### config.mk
export PLATFORM = sky130hd
export DESIGN_NAME = pong_ball_engine_flat
export DESIGN_NICKNAME = d
export VERILOG_FILES = /design/src/rtl/pong_ball_engine_if.sv /design/src/rtl/pong_ball_engine.sv /design/src/flat_wrapper.sv
export SDC_FILE = /design/constraint.sdc
export NUM_CORES = 1
export LEC_CHECK = 0
export CAP_MARGIN = 40
export CORE_MARGIN = 3
export CORE_UTILIZATION = 30
export DETAILED_ROUTE_END_ITERATION = 8
export HOLD_SLACK_MARGIN = 0.05
export PLACE_DENSITY = 0.5
export SYNTH_ARGS = -nofsm -noshare
export SYNTH_HDL_FRONTEND = slang
export SYNTH_SLANG_ARGS = --single-unit
export TNS_END_PERCENT = 30
### constraint.sdc
create_clock -name clk -period 5.4 [get_ports clk]
set_clock_uncertainty 0.1 [all_clocks]
set_input_delay 0.54 -clock clk [delete_from_list [all_inputs] [get_ports clk]]
set_output_delay 0.54 -clock clk [all_outputs]
set_load 0.05 [all_outputs]
### src/rtl/pong_ball_engine_if.sv
// ---------------------------------------------------------------------------
// pong_ball_engine_if
//
// Bundle between the pong ball engine and its neighbours.
//   master : frame tick, start level and paddle positions in;
//            ball position, motion, score and status back.
//   slave  : the ball engine itself.
//
// Signals:
//   refresh_tick  one-clk pulse per frame
//   start         level, only meaningful in IDLE / GAME_OVER
//   paddle1_y     left paddle top y
//   paddle2_y     right paddle top y
//   ball_x/y      ball top-left corner
//   dir_x/dir_y   1 = moving right / down
//   speed         pixels per tick on each axis
//   score_p1/p2   player scores
//   winner        00 none, 01 P1, 10 P2
//   state         IDLE=0 SERVE=1 PLAY=2 POINT=3 GAME_OVER=4
//   hit_pulse     one-clk pulse on a paddle hit
//   score_pulse   one-clk pulse on a point
// ---------------------------------------------------------------------------
interface pong_ball_engine_if;
  logic       refresh_tick;
  logic       start;
  logic [9:0] paddle1_y;
  logic [9:0] paddle2_y;
  logic [9:0] ball_x;
  logic [9:0] ball_y;
  logic       dir_x;
  logic       dir_y;
  logic [3:0] speed;
  logic [5:0] score_p1;
  logic [5:0] score_p2;
  logic [1:0] winner;
  logic [2:0] state;
  logic       hit_pulse;
  logic       score_pulse;

  modport master (
    output refresh_tick, start, paddle1_y, paddle2_y,
    input  ball_x, ball_y, dir_x, dir_y, speed, score_p1, score_p2,
           winner, state, hit_pulse, score_pulse
  );

  modport slave (
    input  refresh_tick, start, paddle1_y, paddle2_y,
    output ball_x, ball_y, dir_x, dir_y, speed, score_p1, score_p2,
           winner, state, hit_pulse, score_pulse
  );
endinterface

### src/rtl/pong_ball_engine.sv
// ---------------------------------------------------------------------------
// pong_ball_engine
//
// Ball motion, paddle collision, scoring and match sequencing for pong.
// Every state change is gated by bus.refresh_tick (one per frame); the
// hit/score pulses are the only outputs that move on other clocks (they
// fall back to 0 one clk after being raised).
//
// Ports:
//   clk    system clock
//   reset  asynchronous, active-high
//   bus    pong_ball_engine_if.slave (tick, start, paddles in; ball state,
//          scores, status and pulses out)
//
// Optional feature:
//   SPIN_EN  when defined, a paddle hit steers dir_y by the contact zone
//            (ball centre in top third -> up, bottom third -> down, middle
//            third -> unchanged). Undefined: hits never touch dir_y.
//
// All geometry is evaluated in 12-bit unsigned arithmetic, and every
// subtraction that could go below zero is rewritten as a comparison, so no
// boundary test can wrap.
// ---------------------------------------------------------------------------
module pong_ball_engine #(
  parameter int H_RES          = 640,
  parameter int V_RES          = 480,
  parameter int BALL_SIZE      = 8,
  parameter int PADDLE_W       = 8,
  parameter int PADDLE_H       = 72,
  parameter int P1_X           = 32,
  parameter int P2_X           = 600,
  parameter int SPEED_INIT     = 2,
  parameter int SPEED_MAX      = 6,
  parameter int HITS_PER_LEVEL = 4,
  parameter int SERVE_DELAY    = 60,
  parameter int WIN_SCORE      = 11
) (
  input  logic                clk,
  input  logic                reset,
  pong_ball_engine_if.slave   bus
);

  typedef enum logic [2:0] {
    IDLE      = 3'd0,
    SERVE     = 3'd1,
    PLAY      = 3'd2,
    POINT     = 3'd3,
    GAME_OVER = 3'd4
  } state_t;

  typedef logic [11:0] w_t;

  localparam int HW = $clog2(HITS_PER_LEVEL + 1);
  localparam int SW = $clog2(SERVE_DELAY + 1);

  localparam w_t BS       = w_t'(BALL_SIZE);
  localparam w_t HR       = w_t'(H_RES);
  localparam w_t VR       = w_t'(V_RES);
  localparam w_t PH       = w_t'(PADDLE_H);
  localparam w_t P1_LEFT  = w_t'(P1_X);
  localparam w_t P1_RIGHT = w_t'(P1_X + PADDLE_W);
  localparam w_t P2_LEFT  = w_t'(P2_X);
  localparam w_t P2_RIGHT = w_t'(P2_X + PADDLE_W);

  localparam logic [9:0] X_CENTRE   = 10'((H_RES - BALL_SIZE) / 2);
  localparam logic [9:0] Y_CENTRE   = 10'((V_RES - BALL_SIZE) / 2);
  localparam logic [9:0] Y_BOTTOM   = 10'(V_RES - BALL_SIZE);
  localparam logic [9:0] X_AFTER_P1 = 10'(P1_X + PADDLE_W + 1);
  localparam logic [9:0] X_AFTER_P2 = 10'(P2_X - BALL_SIZE);
  localparam logic [3:0] SPD_INIT   = 4'(SPEED_INIT);
  localparam logic [3:0] SPD_MAX    = 4'(SPEED_MAX);
  localparam logic [5:0] WIN        = 6'(WIN_SCORE);

  // Registered state and outputs
  state_t          state_q;
  logic [9:0]      ball_x_q;
  logic [9:0]      ball_y_q;
  logic            dir_x_q;
  logic            dir_y_q;
  logic [3:0]      speed_q;
  logic [5:0]      score_p1_q;
  logic [5:0]      score_p2_q;
  logic [1:0]      winner_q;
  logic            hit_pulse_q;
  logic            score_pulse_q;
  logic [HW-1:0]   hit_cnt_q;
  logic [SW-1:0]   serve_cnt_q;
  logic            p1_scored_q;   // who won the point now being resolved

  // Widened views of the current position, speed and paddles
  w_t bx, by, spd, p1y, p2y;
  assign bx  = {2'b00, ball_x_q};
  assign by  = {2'b00, ball_y_q};
  assign spd = {8'h00, speed_q};
  assign p1y = {2'b00, bus.paddle1_y};
  assign p2y = {2'b00, bus.paddle2_y};

  // Next-position candidates for one PLAY tick
  logic [9:0] x_next, y_next;
  logic       dy_next, dy_hit;
  logic       hit_p1, hit_p2, miss_left, miss_right;

  always_comb begin
    // Vertical: clamp to the wall and reflect rather than overshoot.
    y_next  = ball_y_q;
    dy_next = dir_y_q;
    if (!dir_y_q) begin
      if (by < spd) begin
        y_next  = '0;
        dy_next = 1'b1;
      end else begin
        y_next  = ball_y_q - {6'b0, speed_q};
      end
    end else if (by + BS + spd > VR) begin
      y_next  = Y_BOTTOM;
      dy_next = 1'b0;
    end else begin
      y_next  = ball_y_q + {6'b0, speed_q};
    end

    // Paddle face crossed this tick and vertical overlap with the paddle.
    hit_p1 = !dir_x_q && (bx >= P1_LEFT) && (bx <= P1_RIGHT + spd) &&
             (by + BS > p1y) && (by < p1y + PH);
    hit_p2 =  dir_x_q && (bx + BS <= P2_RIGHT) && (bx + BS + spd >= P2_LEFT) &&
             (by + BS > p2y) && (by < p2y + PH);

    miss_left  = !dir_x_q && (bx < spd);
    miss_right =  dir_x_q && (bx + BS + spd > HR);

    x_next = dir_x_q ? ball_x_q + {6'b0, speed_q} : ball_x_q - {6'b0, speed_q};
  end

`ifdef SPIN_EN
  localparam w_t HALF_BALL = w_t'(BALL_SIZE / 2);
  localparam w_t THIRD     = w_t'(PADDLE_H / 3);
  localparam w_t TWO_THIRD = w_t'((2 * PADDLE_H) / 3);

  w_t pad_top, ball_ctr;

  always_comb begin
    pad_top  = hit_p1 ? p1y : p2y;
    ball_ctr = by + HALF_BALL;
    dy_hit   = dy_next;
    if (ball_ctr < pad_top + THIRD) begin
      dy_hit = 1'b0;
    end else if (ball_ctr >= pad_top + TWO_THIRD) begin
      dy_hit = 1'b1;
    end
  end
`else
  assign dy_hit = dy_next;
`endif

  // NOTE: the reset branch is asynchronous (in the sensitivity list) and
  // every state element gets a reset value; nothing here is a memory array.
  always_ff @(posedge clk or posedge reset) begin
    if (reset) begin
      state_q       <= IDLE;
      ball_x_q      <= X_CENTRE;
      ball_y_q      <= Y_CENTRE;
      dir_x_q       <= 1'b0;
      dir_y_q       <= 1'b1;
      speed_q       <= SPD_INIT;
      score_p1_q    <= '0;
      score_p2_q    <= '0;
      winner_q      <= 2'b00;
      hit_pulse_q   <= 1'b0;
      score_pulse_q <= 1'b0;
      hit_cnt_q     <= '0;
      serve_cnt_q   <= '0;
      p1_scored_q   <= 1'b0;
    end else begin
      // NOTE: non-blocking default followed by a later override in the same
      // block; the last assignment wins, so pulses are high for one clk only.
      hit_pulse_q   <= 1'b0;
      score_pulse_q <= 1'b0;

      if (bus.refresh_tick) begin
        unique case (state_q)
          IDLE: begin
            if (bus.start) begin
              state_q     <= SERVE;
              serve_cnt_q <= '0;
              speed_q     <= SPD_INIT;
              hit_cnt_q   <= '0;
            end
          end

          SERVE: begin
            if (serve_cnt_q == SW'(SERVE_DELAY - 1)) begin
              state_q <= PLAY;
            end else begin
              serve_cnt_q <= serve_cnt_q + SW'(1);
            end
          end

          PLAY: begin
            if (hit_p1 || hit_p2) begin
              ball_x_q    <= hit_p1 ? X_AFTER_P1 : X_AFTER_P2;
              dir_x_q     <= hit_p1;
              ball_y_q    <= y_next;
              dir_y_q     <= dy_hit;
              hit_pulse_q <= 1'b1;
              if (hit_cnt_q == HW'(HITS_PER_LEVEL - 1)) begin
                hit_cnt_q <= '0;
                if (speed_q < SPD_MAX) speed_q <= speed_q + 4'd1;
              end else begin
                hit_cnt_q <= hit_cnt_q + HW'(1);
              end
            end else if (miss_left || miss_right) begin
              // Point: this tick's wall bounce is dropped, ball re-centred.
              ball_x_q      <= X_CENTRE;
              ball_y_q      <= Y_CENTRE;
              p1_scored_q   <= miss_right;
              if (miss_right) score_p1_q <= score_p1_q + 6'd1;
              else            score_p2_q <= score_p2_q + 6'd1;
              score_pulse_q <= 1'b1;
              state_q       <= POINT;
            end else begin
              ball_x_q <= x_next;
              ball_y_q <= y_next;
              dir_y_q  <= dy_next;
            end
          end

          POINT: begin
            if (p1_scored_q ? (score_p1_q == WIN) : (score_p2_q == WIN)) begin
              state_q  <= GAME_OVER;
              winner_q <= p1_scored_q ? 2'b01 : 2'b10;
            end else begin
              // Serve toward the player who conceded.
              state_q     <= SERVE;
              serve_cnt_q <= '0;
              speed_q     <= SPD_INIT;
              hit_cnt_q   <= '0;
              dir_x_q     <= p1_scored_q;
              dir_y_q     <= ~dir_y_q;
            end
          end

          GAME_OVER: begin
            if (bus.start) begin
              score_p1_q  <= '0;
              score_p2_q  <= '0;
              winner_q    <= 2'b00;
              dir_x_q     <= 1'b0;
              state_q     <= SERVE;
              serve_cnt_q <= '0;
              speed_q     <= SPD_INIT;
              hit_cnt_q   <= '0;
            end
          end

          default: state_q <= IDLE;
        endcase
      end
    end
  end

  assign bus.ball_x      = ball_x_q;
  assign bus.ball_y      = ball_y_q;
  assign bus.dir_x       = dir_x_q;
  assign bus.dir_y       = dir_y_q;
  assign bus.speed       = speed_q;
  assign bus.score_p1    = score_p1_q;
  assign bus.score_p2    = score_p2_q;
  assign bus.winner      = winner_q;
  assign bus.state       = state_q;
  assign bus.hit_pulse   = hit_pulse_q;
  assign bus.score_pulse = score_pulse_q;

endmodule

### src/flat_wrapper.sv
// flat-port wrapper written by rule: the top's interface ports become plain ports
module pong_ball_engine_flat 
#(
  parameter int H_RES          = 640,
  parameter int V_RES          = 480,
  parameter int BALL_SIZE      = 8,
  parameter int PADDLE_W       = 8,
  parameter int PADDLE_H       = 72,
  parameter int P1_X           = 32,
  parameter int P2_X           = 600,
  parameter int SPEED_INIT     = 2,
  parameter int SPEED_MAX      = 6,
  parameter int HITS_PER_LEVEL = 4,
  parameter int SERVE_DELAY    = 60,
  parameter int WIN_SCORE      = 11
)
  (clk, reset, bus_refresh_tick, bus_start, bus_paddle1_y, bus_paddle2_y, bus_ball_x, bus_ball_y, bus_dir_x, bus_dir_y, bus_speed, bus_score_p1, bus_score_p2, bus_winner, bus_state, bus_hit_pulse, bus_score_pulse);
  pong_ball_engine_if bus_i ();
  input  logic clk;
  input  logic reset;
  input wire logic [$bits(bus_i.refresh_tick)-1:0] bus_refresh_tick;
  input wire logic [$bits(bus_i.start)-1:0] bus_start;
  input wire logic [$bits(bus_i.paddle1_y)-1:0] bus_paddle1_y;
  input wire logic [$bits(bus_i.paddle2_y)-1:0] bus_paddle2_y;
  output wire logic [$bits(bus_i.ball_x)-1:0] bus_ball_x;
  output wire logic [$bits(bus_i.ball_y)-1:0] bus_ball_y;
  output wire logic [$bits(bus_i.dir_x)-1:0] bus_dir_x;
  output wire logic [$bits(bus_i.dir_y)-1:0] bus_dir_y;
  output wire logic [$bits(bus_i.speed)-1:0] bus_speed;
  output wire logic [$bits(bus_i.score_p1)-1:0] bus_score_p1;
  output wire logic [$bits(bus_i.score_p2)-1:0] bus_score_p2;
  output wire logic [$bits(bus_i.winner)-1:0] bus_winner;
  output wire logic [$bits(bus_i.state)-1:0] bus_state;
  output wire logic [$bits(bus_i.hit_pulse)-1:0] bus_hit_pulse;
  output wire logic [$bits(bus_i.score_pulse)-1:0] bus_score_pulse;
  assign bus_i.refresh_tick = bus_refresh_tick;
  assign bus_i.start = bus_start;
  assign bus_i.paddle1_y = bus_paddle1_y;
  assign bus_i.paddle2_y = bus_paddle2_y;
  assign bus_ball_x = bus_i.ball_x;
  assign bus_ball_y = bus_i.ball_y;
  assign bus_dir_x = bus_i.dir_x;
  assign bus_dir_y = bus_i.dir_y;
  assign bus_speed = bus_i.speed;
  assign bus_score_p1 = bus_i.score_p1;
  assign bus_score_p2 = bus_i.score_p2;
  assign bus_winner = bus_i.winner;
  assign bus_state = bus_i.state;
  assign bus_hit_pulse = bus_i.hit_pulse;
  assign bus_score_pulse = bus_i.score_pulse;
  pong_ball_engine #(.H_RES(H_RES), .V_RES(V_RES), .BALL_SIZE(BALL_SIZE), .PADDLE_W(PADDLE_W), .PADDLE_H(PADDLE_H), .P1_X(P1_X), .P2_X(P2_X), .SPEED_INIT(SPEED_INIT), .SPEED_MAX(SPEED_MAX), .HITS_PER_LEVEL(HITS_PER_LEVEL), .SERVE_DELAY(SERVE_DELAY), .WIN_SCORE(WIN_SCORE)) u_core (.clk(clk), .reset(reset), .bus(bus_i));
endmodule
==> impl.org <==
** Status
- The flow ran to the end, and the final reports show no timing, DRC or antenna violations.

** Worst setup path
- CP top delay family :: simple AND/OR/NAND/NOR gates
- CP max stage delay :: 700 ps
- Critical path fanouts, max :: 14
- Data on the critical path arrives at its endpoint at 4290 ps.
- Slowest stage cell, crit path :: sky130_fd_sc_hd__dfstp_2
- The signal on the critical path passes through ha_1 > nand3_1 > xnor2_1 > ha_1 > a21o_1 > a21o_1 > a211oi_1 > a2111oi_2 > buf_4 > or3_1 > or4_4 > nand3_1 > o211ai_2.
- For the worst setup path, the data required time is 5490 ps.
- The worst setup path is launched from a flip-flop.
- The setup path with the least slack is of type reg -> reg.
- Element type at the critical path end :: flip-flop
- Together, buffers and inverters on the worst path number 1.

** Timing
- Final max-slew violation count :: 0
- Fin crit share :: 0.777
- RSZ-0062 raised after global routing :: false
- For the pin with the worst max-slew slack, the measured transition is 833 ps.
- For the finished layout, the period the worst path requires is 4200 ps.
- Setup total negative slack on the finished layout was measured at 0 ps.
- Static timing analysis puts the maximum clock frequency at 238 MHz.
- Number of hold violations in the final report :: 0
- Post-route worst setup slack :: 1200 ps
- Slew HR :: 0.445
- Setup violations remaining at the end of the flow were counted as 0.

** Synthesis
- In the synthesized netlist the dominant register cell turns out to be sky130_fd_sc_hd__dfrtp_1.
- Cell area after technology mapping :: 0.00595 mm^2
- The share of the Yosys chip area taken by registers is 0.234.
- Instance count of the mapped netlist :: 740
- Count of distinct cell types in the synthesized netlist :: 88
- Fraction of registers with async set or reset after synthesis :: 1.00
- Syn Nets :: 831
- In this run, synthesis produced a sequential element count of 55.
- Warnings, synthesis :: 0
- Average cell area after synthesis :: 8.05 um^2
- Count of flip-flops with a built-in enable after synthesis :: 0

** Min path
- Hold/Removal Path Class :: reg -> reg

** Power and ir drop
- Sequential group share of total power :: 0.251
- Internal power :: 1450 uW
- Share of power burned in the clock network :: 0.115
- Fraction of power consumed by combinational cells :: 0.634
- VDD sags by at most 204 uV.
- In this run the power spent charging and discharging nets is 1590 uW.
- Summed over all cells, the static leakage comes to 0.00292 uW.
- In this run the power density over the cells is 435 mW/mm^2.
- Switch share :: 0.522

** Drt
- Detailed routing inserted a total of 5741 vias.
- The first TritonRoute pass finished after 4 iterations.
- The detail route stage leaves a number of antenna-violating nets equal to 0.
- For this block, the initial DRC count from the detailed router was 449.
- The routed design has 18.1 mm of wire.
- Count of unresolved DRC violations after routing :: 0
- WL/cell :: 17.3 um
- After detailed routing, the number of vias per cell comes to 5.49.

** Global routing
- Aggregate global-route resource usage :: 0.164
- After global routing the overflow that remains totals 0.
- The number of antenna violations at the first check in global routing was 0.
- The via count of the first global-routing pass was 5621.
- Pin count of the biggest net entering global routing :: 56
- The first global-routing pass estimated 29.6 mm of wire.

** Placed design
- The HPWL after detailed placement is 13.7 mm.
- Timing analysis after detailed placement gives a worst setup slack of 1040 ps.
- The congestion estimate from routability-driven global placement came to 0.871.
- In this run the tool buffered the top-level ports with 68 buffer cells.
- Placed standard-cell area :: 0.00684 mm^2

** CTS
- Once the clock tree was built, the setup fixing pass inserted 0 buffers.
- Clock tree synthesis selected as its root buffer the cell sky130_fd_sc_hd__clkbuf_16.
- Clock latency on the worst-skew pair, taken at its later pin, is 300 ps.
- TritonCTS clock tree :: done
- Cts hold-fix bufs :: 0
- The tree built by TritonCTS fans out to 55 sinks.
- Clock-pin slew of the registers on the worst-case setup and hold paths :: 80 ps
- The number of clock buffers added by TritonCTS is 5.
- Post-CTS repair changed the size of 0 cells.
- Number of buffers between clock root and the deepest sink :: 2
- H-tree levels :: 2

** Final layout
- The area growth from synthesis to layout is 17.4%.
- Nets :: 876
- Of the cells placed in the final design, the portion with a size suffix greater than 1 is 0.0763.
- Number of antenna repair diodes :: 0
- With fillers left out, the area of the finished cells amounts to 0.00699 mm^2.

** Die
- In this run the core area contains 50 standard-cell rows.
- Number of I/O pins :: 69
- Core outline area :: 0.0191 mm^2
- For this configuration, the core starts out at a cell density of 0.312.
- In this run the vertical extent of the chip is 147 um.
- Width of the die :: 147 um
- Total die area :: 0.0216 mm^2

** Job
- Number of maximum-capacitance violations :: 0
[kinds of logic after synthesis]
group / synth area share
flip-flops: 0.234
AND/OR/NAND/NOR: 0.218
AO/OA/AOI/OAI: 0.264
buffers and inverters: 0.0664
adder cells (fa/ha/maj): 0.148
XOR/XNOR: 0.0525
multiplexers: 0.0181
[path summary, 6_finish.rpt]
path                                              startpoint                                  to  slack, ps  depth (start not counted)
max reg2reg                 u_core.bus.ball_y[3]$_DFFE_PP1P_  u_core.bus.score_p1[4]$_DFFE_PP0P_       1200                         13
max in group asynchronous                              reset     u_core.bus.speed[0]$_DFFE_PP0P_       4000                          3
min                        u_core.serve_cnt_q[5]$_DFFE_PP0P_   u_core.serve_cnt_q[5]$_DFFE_PP0P_        380                          1
max                         u_core.bus.ball_y[3]$_DFFE_PP1P_  u_core.bus.score_p1[4]$_DFFE_PP0P_       1200                         13
min reg2reg                u_core.serve_cnt_q[5]$_DFFE_PP0P_   u_core.serve_cnt_q[5]$_DFFE_PP0P_        380                          1
min in group asynchronous                              reset    u_core.bus.ball_y[9]$_DFFE_PP0P_        650                          3
[cells in the final DEF (no fill, tap or decap), drive strengths merged, types with 23 or more instances in the layout]
master         synthesis  routed
ha                    63      63
xnor2                 26      26
nand3                 25      25
clkdlybuf4s50          0      68
inv                   56      57
dfrtp                 43      43
o21ai                 60      60
nor2                  53      53
a21oi                 39      39
nand2                 56      56
nor3                  23      23
[power by group through the flow]
| stage | Combinational (uW) | Sequential, uW | Clock, uW |
|---|---|---|---|
| after CTS | 1930 | 764 | 360 |
| after global placement | 1880 | 764 | 0 |
| after floorplan | 1260 | 874 | 0 |
| final | 1930 | 764 | 348 |
| after global routing | 2140 | 794 | 373 |
| after detailed placement | 1920 | 771 | 0 |
[state kept, by name (all words and copies together), names as in the netlist]
register,count
u_core.bus.ball_x,10
u_core.bus.ball_y,10
u_core.bus.dir_x,1
u_core.bus.dir_y,1
u_core.bus.hit_pulse,1
u_core.bus.score_p1,6
u_core.bus.score_p2,6
u_core.bus.score_pulse,1
u_core.bus.speed,4
u_core.bus.state,3
u_core.bus.winner,2
u_core.hit_cnt_q,3
u_core.p1_scored_q,1
u_core.serve_cnt_q,6
[cell usage after synthesis (14+ instances only)]
master                      n  share of area
sky130_fd_sc_hd__nand2b_1  15          0.016
sky130_fd_sc_hd__a21oi_1   38          0.032
sky130_fd_sc_hd__ha_1      63           0.13
sky130_fd_sc_hd__nand2_1   55          0.035
sky130_fd_sc_hd__a31oi_1   15          0.016
sky130_fd_sc_hd__clkbuf_1  24          0.015
sky130_fd_sc_hd__nand4_1   14          0.015
sky130_fd_sc_hd__xnor2_1   24          0.035
sky130_fd_sc_hd__dfrtp_1   43           0.18
sky130_fd_sc_hd__o21ai_0   48          0.040
sky130_fd_sc_hd__nor2_1    53          0.033
sky130_fd_sc_hd__nor3_1    20          0.017
sky130_fd_sc_hd__nand3_1   24          0.020
sky130_fd_sc_hd__inv_1     54          0.034
[cell type report]
| cell class | instances | area, um^2 |
|---|---|---|
| clock buffer | 5 | 125 |
| inverter | 57 | 214 |
| timing repair buffer | 76 | 738 |
| tap | 260 | 325 |
| clock inverter | 3 | 23.8 |
| sequential | 55 | 1390 |
| fill | 1967 | 12100 |
| multi-input combinational | 590 | 4170 |
[metal layers]
| layer | global-route usage | vias up | share of wire |
|---|---|---|---|
| met4 | 0.0362 | 0 | 0.016 |
| met3 | 0.0219 | 23 | 0.041 |
| li1 | - | 2819 | - |
| met5 | 0 | - | 0 |
| met2 | 0.274 | 123 | 0.46 |
| met1 | 0.227 | 2776 | 0.48 |
[metrics by stage]
step,cells,power (uW),hold slack [ps],utilization
detailed placement,1038,2690,377,0.359
CTS,1046,3050,387,0.366
finish,1046,3040,381,0.366
floorplan,740,2140,345,-
global placement,1036,2650,378,0.358
global route,1046,3300,418,0.366
[worst register-to-register path: cells and delay by family (launching register included)]
family          cells  cell delay, ps
xor+xnor            1             260
flops               1             700
compound gates      5             900
buf+inv             1             190
fa+ha+maj           2             650
simple gates        4            1280
Note: power is estimated with default switching activity, not from simulation.
